==> config.mk <==
export PLATFORM = sky130hd
export DESIGN_NAME = cmd_sequencer
export DESIGN_NICKNAME = d
export VERILOG_FILES = /design/src/rtl/cmd_sequencer.sv
export SDC_FILE = /design/constraint.sdc
export NUM_CORES = 1
export LEC_CHECK = 0
export BUFFER_PORTS_ARGS = -buffer_cell sky130_fd_sc_hd__buf_2
export CELL_PAD_IN_SITES_DETAIL_PLACEMENT = 0
export CELL_PAD_IN_SITES_GLOBAL_PLACEMENT = 2
export CORE_AREA = 2 2 117 119
export DETAILED_ROUTE_END_ITERATION = 8
export DIE_AREA = 0 0 119 121
export PLACE_DENSITY_LB_ADDON = 0.1
export SYNTH_ARGS = -nofsm -noshare
export SYNTH_HDL_FRONTEND = slang
export SYNTH_SLANG_ARGS = --single-unit
==> constraint.sdc <==
create_clock -name clk -period 2.38 [get_ports clk]
set_input_delay 0.714 -clock clk [delete_from_list [all_inputs] [get_ports clk]]
set_output_delay 0.714 -clock clk [all_outputs]
set_load 0.01 [all_outputs]
==> src/rtl/cmd_sequencer.sv <==
// cmd_sequencer: assembles 3-byte host frames into wrapper commands and returns one result byte per info command.
// Optional macro CMD_SEQ_WRITE_ACK_EN: every write is acknowledged with response byte 8'hA0.
module cmd_sequencer #(
  parameter int unsigned      DATA_W  = 19,
  parameter int unsigned      RES_W   = 4,
  parameter int unsigned      TMO_W   = 16,
  parameter logic [TMO_W-1:0] TMO_MAX = 16'hFFFF
) (
  input  logic              clk,
  input  logic              rst,
  input  logic [7:0]        rx_data,
  input  logic              rx_valid,
  output logic              rx_ready,
  output logic [7:0]        tx_data,
  output logic              tx_valid,
  input  logic              tx_ready,
  output logic [1:0]        opcode_o,
  output logic [DATA_W-1:0] data_o,
  input  logic [1:0]        status_i,
  input  logic [RES_W-1:0]  result_i,
  output logic              busy_o,
  output logic [7:0]        err_cnt_o
);

  localparam int unsigned FRAME_W = 24;
  localparam int unsigned RSV_LSB = DATA_W + 2;

  localparam logic [1:0] OP_NOP    = 2'd0;
  localparam logic [1:0] OP_WRITE  = 2'd1;
  localparam logic [1:0] OP_BAD    = 2'd3;
  localparam logic [1:0] ST_BUSY   = 2'd1;
  localparam logic [1:0] ST_RESULT = 2'd2;

  localparam logic [7:0] RSP_BAD_FRAME = 8'hE1;
  localparam logic [7:0] RSP_TIMEOUT   = 8'hE0;
  localparam logic [7:0] RSP_IDLE      = 8'h50;
  localparam logic [3:0] RSP_RES_TAG   = 4'hA;
`ifdef CMD_SEQ_WRITE_ACK_EN
  localparam logic [7:0] RSP_WR_ACK    = 8'hA0;
`endif

  typedef enum logic [2:0] {
    S_COLLECT,
    S_DECODE,
    S_ISSUE,
    S_WAIT_BUSY,
    S_WAIT_DONE,
    S_RESP
  } state_t;

  state_t               state_q, state_d;
  logic [1:0]           byte_idx_q, byte_idx_d;
  logic [FRAME_W-1:0]   frame_q, frame_d;
  logic [1:0]           wb_cnt_q, wb_cnt_d;
  logic [TMO_W-1:0]     tmo_cnt_q, tmo_cnt_d;
  logic [1:0]           opcode_d;
  logic [DATA_W-1:0]    data_d;
  logic [7:0]           tx_data_d;
  logic                 tx_valid_d;
  logic [7:0]           err_cnt_d;
  logic                 rx_ready_d;
  logic                 busy_d;

  logic [1:0]           frame_op;
  logic [DATA_W-1:0]    frame_data;
  logic                 rsv_bad;
  logic [7:0]           done_byte;
  logic [7:0]           err_inc;

  assign frame_op   = frame_q[DATA_W+1:DATA_W];
  assign frame_data = frame_q[DATA_W-1:0];
  assign rsv_bad    = (frame_q >> RSV_LSB) != '0;
  assign done_byte  = (status_i == ST_RESULT) ? {RSP_RES_TAG, 4'(result_i)} : RSP_IDLE;
  assign err_inc    = (err_cnt_o == 8'hFF) ? 8'hFF : err_cnt_o + 8'd1;

  // State and registered outputs
  always_ff @(posedge clk) begin
    if (rst) begin
      state_q    <= S_COLLECT;
      byte_idx_q <= '0;
      frame_q    <= '0;
      wb_cnt_q   <= '0;
      tmo_cnt_q  <= '0;
      opcode_o   <= OP_NOP;
      data_o     <= '0;
      tx_data    <= '0;
      tx_valid   <= 1'b0;
      err_cnt_o  <= '0;
      rx_ready   <= 1'b1;
      busy_o     <= 1'b0;
    end else begin
      state_q    <= state_d;
      byte_idx_q <= byte_idx_d;
      frame_q    <= frame_d;
      wb_cnt_q   <= wb_cnt_d;
      tmo_cnt_q  <= tmo_cnt_d;
      opcode_o   <= opcode_d;
      data_o     <= data_d;
      tx_data    <= tx_data_d;
      tx_valid   <= tx_valid_d;
      err_cnt_o  <= err_cnt_d;
      rx_ready   <= rx_ready_d;
      busy_o     <= busy_d;
    end
  end

  // Next state; opcode_o/data_o default to idle so every command is a single-cycle pulse
  always_comb begin
    state_d    = state_q;
    byte_idx_d = byte_idx_q;
    frame_d    = frame_q;
    wb_cnt_d   = wb_cnt_q;
    tmo_cnt_d  = tmo_cnt_q;
    opcode_d   = OP_NOP;
    data_d     = '0;
    tx_data_d  = tx_data;
    err_cnt_d  = err_cnt_o;

    case (state_q)
      S_COLLECT: begin
        if (rx_valid && rx_ready) begin
          frame_d = {frame_q[FRAME_W-9:0], rx_data};
          if (byte_idx_q == 2'd2) begin
            byte_idx_d = '0;
            state_d    = S_DECODE;
          end else begin
            byte_idx_d = byte_idx_q + 2'd1;
          end
        end
      end

      S_DECODE: begin
        if (rsv_bad || frame_op == OP_BAD) begin
          err_cnt_d = err_inc;
          tx_data_d = RSP_BAD_FRAME;
          state_d   = S_RESP;
        end else if (frame_op == OP_NOP) begin
          state_d = S_COLLECT;
        end else begin
          state_d = S_ISSUE;
        end
      end

      S_ISSUE: begin
        if (frame_op == OP_WRITE) begin
          opcode_d = frame_op;
          data_d   = frame_data;
`ifdef CMD_SEQ_WRITE_ACK_EN
          tx_data_d = RSP_WR_ACK;
          state_d   = S_RESP;
`else
          state_d   = S_COLLECT;
`endif
        end else if (status_i != ST_BUSY) begin
          opcode_d = frame_op;
          data_d   = frame_data;
          wb_cnt_d = '0;
          state_d  = S_WAIT_BUSY;
        end
      end

      // wb_cnt 0 is the issue cycle itself; busy is looked for on counts 1 and 2
      S_WAIT_BUSY: begin
        wb_cnt_d = wb_cnt_q + 2'd1;
        if (wb_cnt_q != 2'd0) begin
          if (status_i == ST_BUSY) begin
            tmo_cnt_d = '0;
            state_d   = S_WAIT_DONE;
          end else if (wb_cnt_q == 2'd2) begin
            tx_data_d = done_byte;
            state_d   = S_RESP;
          end
        end
      end

      S_WAIT_DONE: begin
        if (status_i != ST_BUSY) begin
          tx_data_d = done_byte;
          state_d   = S_RESP;
        end else begin
          tmo_cnt_d = tmo_cnt_q + TMO_W'(1);
          if (tmo_cnt_d == TMO_MAX) begin
            tx_data_d = RSP_TIMEOUT;
            err_cnt_d = err_inc;
            state_d   = S_RESP;
          end
        end
      end

      S_RESP: begin
        if (tx_ready) begin
          state_d = S_COLLECT;
        end
      end

      default: state_d = S_COLLECT;
    endcase

    tx_valid_d = (state_d == S_RESP);
    rx_ready_d = (state_d == S_COLLECT);
    busy_d     = (state_d != S_COLLECT);
  end

endmodule

==> run metrics <==
Post-synth ARST share=0; cell at the root of the clock tree=sky130_fd_sc_hd__clkbuf_16; list of most frequent post-synthesis cells=sky130_fd_sc_hd__dfxtp_1 (86), sky130_fd_sc_hd__nand2_1 (70), sky130_fd_sc_hd__a21oi_1 (43), sky130_fd_sc_hd__nor2_1 (38); Fmax achieved=about 0.43 GHz; Final Hold Violating Endpoints=0; Initial Util=0.304; share of final-layout standard cells stronger than drive strength 1=0.241; max incr delay on CP=530 ps; leading cell types by total area after synthesis=sky130_fd_sc_hd__dfxtp_1 (43%), sky130_fd_sc_hd__nand2_1 (6.6%), sky130_fd_sc_hd__a21oi_1 (5.4%); total inserted antenna cells=0; maximum number of pins on one net before global-route repair=roughly 70; placed wire-length estimate=7400 um; total of hold buffers inserted after clock tree synthesis=0; warnings from Yosys=0; Final Critical Period=approximately 2300 ps; final-layout worst hold slack=~450 ps; Final TNS setup=0 ps; Worst Hold Class=register to register; Yosys top cell by area=sky130_fd_sc_hd__dfxtp_1; CP bufs+invs=1; number of max-cap violations=0; # setup viols final=0; worst setup margin=48.3 ps; Critical Path Stages=7; Port Buffers=57; initial antenna violation count=0; standby leakage power=1.95 nW; vias in the first global route=3,478; Worst Setup End Kind=register; length of the first detailed-routing pass in iterations=4; overall die width=119 um; placement-stage cell area=about 4600 um^2; worst slack at placement=-79.6 ps; count leader, synth=sky130_fd_sc_hd__dfxtp_1; Iteration-0 DRC Markers=between 200 and 250; number of buffers between clock root and the deepest sink=2; Skew-Pair Late Insertion Delay=approximately 350 ps; num rows=42; number of H-tree levels=3; Layout Utilization=0.382; predominant post-synthesis flop cell=sky130_fd_sc_hd__dfxtp_1; clock sink count=86; power density over cell area=633 nW/um^2; portion of the clock cycle consumed by the worst path in the final layout=0.980; total number of nets in the final design=between 500 and 600; floorplan core area=about 13,000 um^2; Post-Place Cells=roughly 710; overall power after layout=3.17 mW; die height=about 120 um; hold depth=2; mean number of vias per cell=approximately 5.0; Tightest Pin Transition=about 770 ps; Max Transition Viols Final=0; Critical Path Fanout Max=8; setup repair after global routing missed its margin=yes; clock transition at the register clock pins on the worst setup and hold paths after CTS=~70 ps; Synth Cell Area=3980 um^2; cell count after synthesis=472; Syn Area/Cell=between 8 and 9 um^2; clock tree from TritonCTS=built; fraction of synthesized cell area taken by the top area cell type=0.433; wire length of the first global-routing pass=about 18,000 um; #FFs+latches synth=86; Reg2Reg Depth=7; Area Growth Syn to Fin=25.7%; EDFF count, synth=0; final routed wirelength across all metal layers=around 11,000 um; worst rel slew slack=0.489; number of nets with antenna violations after routing=0; total CTS buffers=9; worst path required time=about 2600 ps; drt wl/cell=14.6 um; cells along the critical path=buf_4, and2_4, or4_1, a32oi_2, o2111a_2, a31o_2, a311oi_1; DR vias=~3,600; Fin Clk Skew=approximately 9.8 ps; global-route total usage across every layer=0.156; Remaining Overflow, GRT=0; Critical Path AT=2530 ps; CP Launch Type=register; distinct cell type count of the synthesized netlist=62; path type of the worst setup path=register to register; count of non-filler cells in the finished layout=~730; total DRC errors in the routed layout=0; Final Wtd Congestion=between 0.7 and 0.8; sequential fraction of the synthesis area=0.433; Worst path top cell family by delay=compound AO/OA/AOI/OAI gates; largest vdd supply drop=0.299 mV; Crit-path slowest cell=sky130_fd_sc_hd__or4_1; Die Footprint=~14,000 um^2; Top Ports=between 50 and 60; status=finished, final reports clean; net count after synthesis=roughly 500; final design instance area without fill=between 5000 and 6000 um^2
[power by group]
group	switching [mW]	leakage (nW)	internal, mW	total [mW]
registers	0.0140	0.696	1.46	1.47
clock network	0.646	0.165	0.946	1.59
logic	0.0659	1.09	0.0394	0.105
[what timing repair did]
action | CTS | global route
gates resized for setup | 1 | 10
setup endpoints to repair | 5 | 16
buffers inserted | 0 | 1
pin swaps | 0 | 3
[sequential cells by signal (all words and copies together), names as in the netlist]
| signal | cells |
|---|---|
| byte_idx_q | 2 |
| tmo_cnt_q | 16 |
| err_cnt_o | 8 |
| rx_ready | 1 |
| tx_data | 7 |
| opcode_o | 2 |
| busy_o | 1 |
| wb_cnt_q | 2 |
| data_o | 19 |
| frame_q | 24 |
| tx_valid | 1 |
| state_q | 3 |
[placed cells by master (no fill, tap or decap), types with 3 or more instances in the layout]
| cell type | count |
|---|---|
| sky130_fd_sc_hd__and3b_1 | 4 |
| sky130_fd_sc_hd__a31o_2 | 3 |
| sky130_fd_sc_hd__nor3b_1 | 6 |
| sky130_fd_sc_hd__nand3_1 | 7 |
| sky130_fd_sc_hd__a21oi_1 | 43 |
| sky130_fd_sc_hd__nor4_1 | 3 |
| sky130_fd_sc_hd__and3_1 | 4 |
| sky130_fd_sc_hd__dfxtp_2 | 3 |
| sky130_fd_sc_hd__nand2_1 | 69 |
| sky130_fd_sc_hd__ha_1 | 6 |
| sky130_fd_sc_hd__nand3b_1 | 3 |
| sky130_fd_sc_hd__inv_6 | 3 |
| sky130_fd_sc_hd__a31oi_1 | 7 |
| sky130_fd_sc_hd__nor2b_1 | 8 |
| sky130_fd_sc_hd__a41oi_1 | 4 |
| sky130_fd_sc_hd__dfxtp_1 | 83 |
| sky130_fd_sc_hd__buf_4 | 39 |
| sky130_fd_sc_hd__a211oi_1 | 9 |
| sky130_fd_sc_hd__clkbuf_16 | 9 |
| sky130_fd_sc_hd__and2_1 | 23 |
| sky130_fd_sc_hd__a21o_1 | 3 |
| sky130_fd_sc_hd__mux2i_1 | 5 |
| sky130_fd_sc_hd__nand2b_1 | 10 |
| sky130_fd_sc_hd__o21ai_0 | 16 |
| sky130_fd_sc_hd__nand4_1 | 6 |
| sky130_fd_sc_hd__a311oi_1 | 16 |
| sky130_fd_sc_hd__inv_1 | 6 |
| sky130_fd_sc_hd__nor3_1 | 13 |
| sky130_fd_sc_hd__nor2_1 | 38 |
| sky130_fd_sc_hd__buf_2 | 57 |
[kinds of logic after synthesis]
group | after synthesis | synth area share
flops | 86 | 0.433
buf+inv | 38 | 0.0434
simple gates | 209 | 0.268
mux | 6 | 0.0154
fa+ha+maj | 7 | 0.0220
compound gates | 126 | 0.218
[routing by layer]
metal | global-route usage | wire [um] | up-vias
met5 | 0 | 0 | -
li1 | - | - | 1860
met4 | 0.0618 | 168 | 0
met1 | 0.210 | 5140 | 1681
met2 | 0.245 | 4870 | 71
met3 | 0.0315 | 436 | 13
[cell type report]
cell class	count	area (um^2)
sequential	86	1730
timing repair buffer	97	589
clock buffer	9	225
inverter	6	22.5
fill	1395	8080
clock inverter	7	109
tap	176	220
multi-input combinational	348	2110
[worst reg2reg max path: stages, from the launching register on]
cell	delay, ps
sky130_fd_sc_hd__dfxtp_1	360
sky130_fd_sc_hd__buf_4	150
sky130_fd_sc_hd__and2_4	130
sky130_fd_sc_hd__or4_1	530
sky130_fd_sc_hd__a32oi_2	220
sky130_fd_sc_hd__o2111a_2	360
sky130_fd_sc_hd__a31o_2	320
sky130_fd_sc_hd__a311oi_1	120
[worst paths after layout]
| path | startpoint | to | slack, ps |
|---|---|---|---|
| hold reg to reg | frame_q[16] | frame_q[16] | 450 |
| hold / removal | frame_q[16] | frame_q[16] | 450 |
| setup / recovery | tmo_cnt_q[0] | err_cnt_o[6] | 50 |
| setup reg to reg | tmo_cnt_q[0] | err_cnt_o[6] | 50 |
No activity file was read; power rests on OpenSTA's default activity.
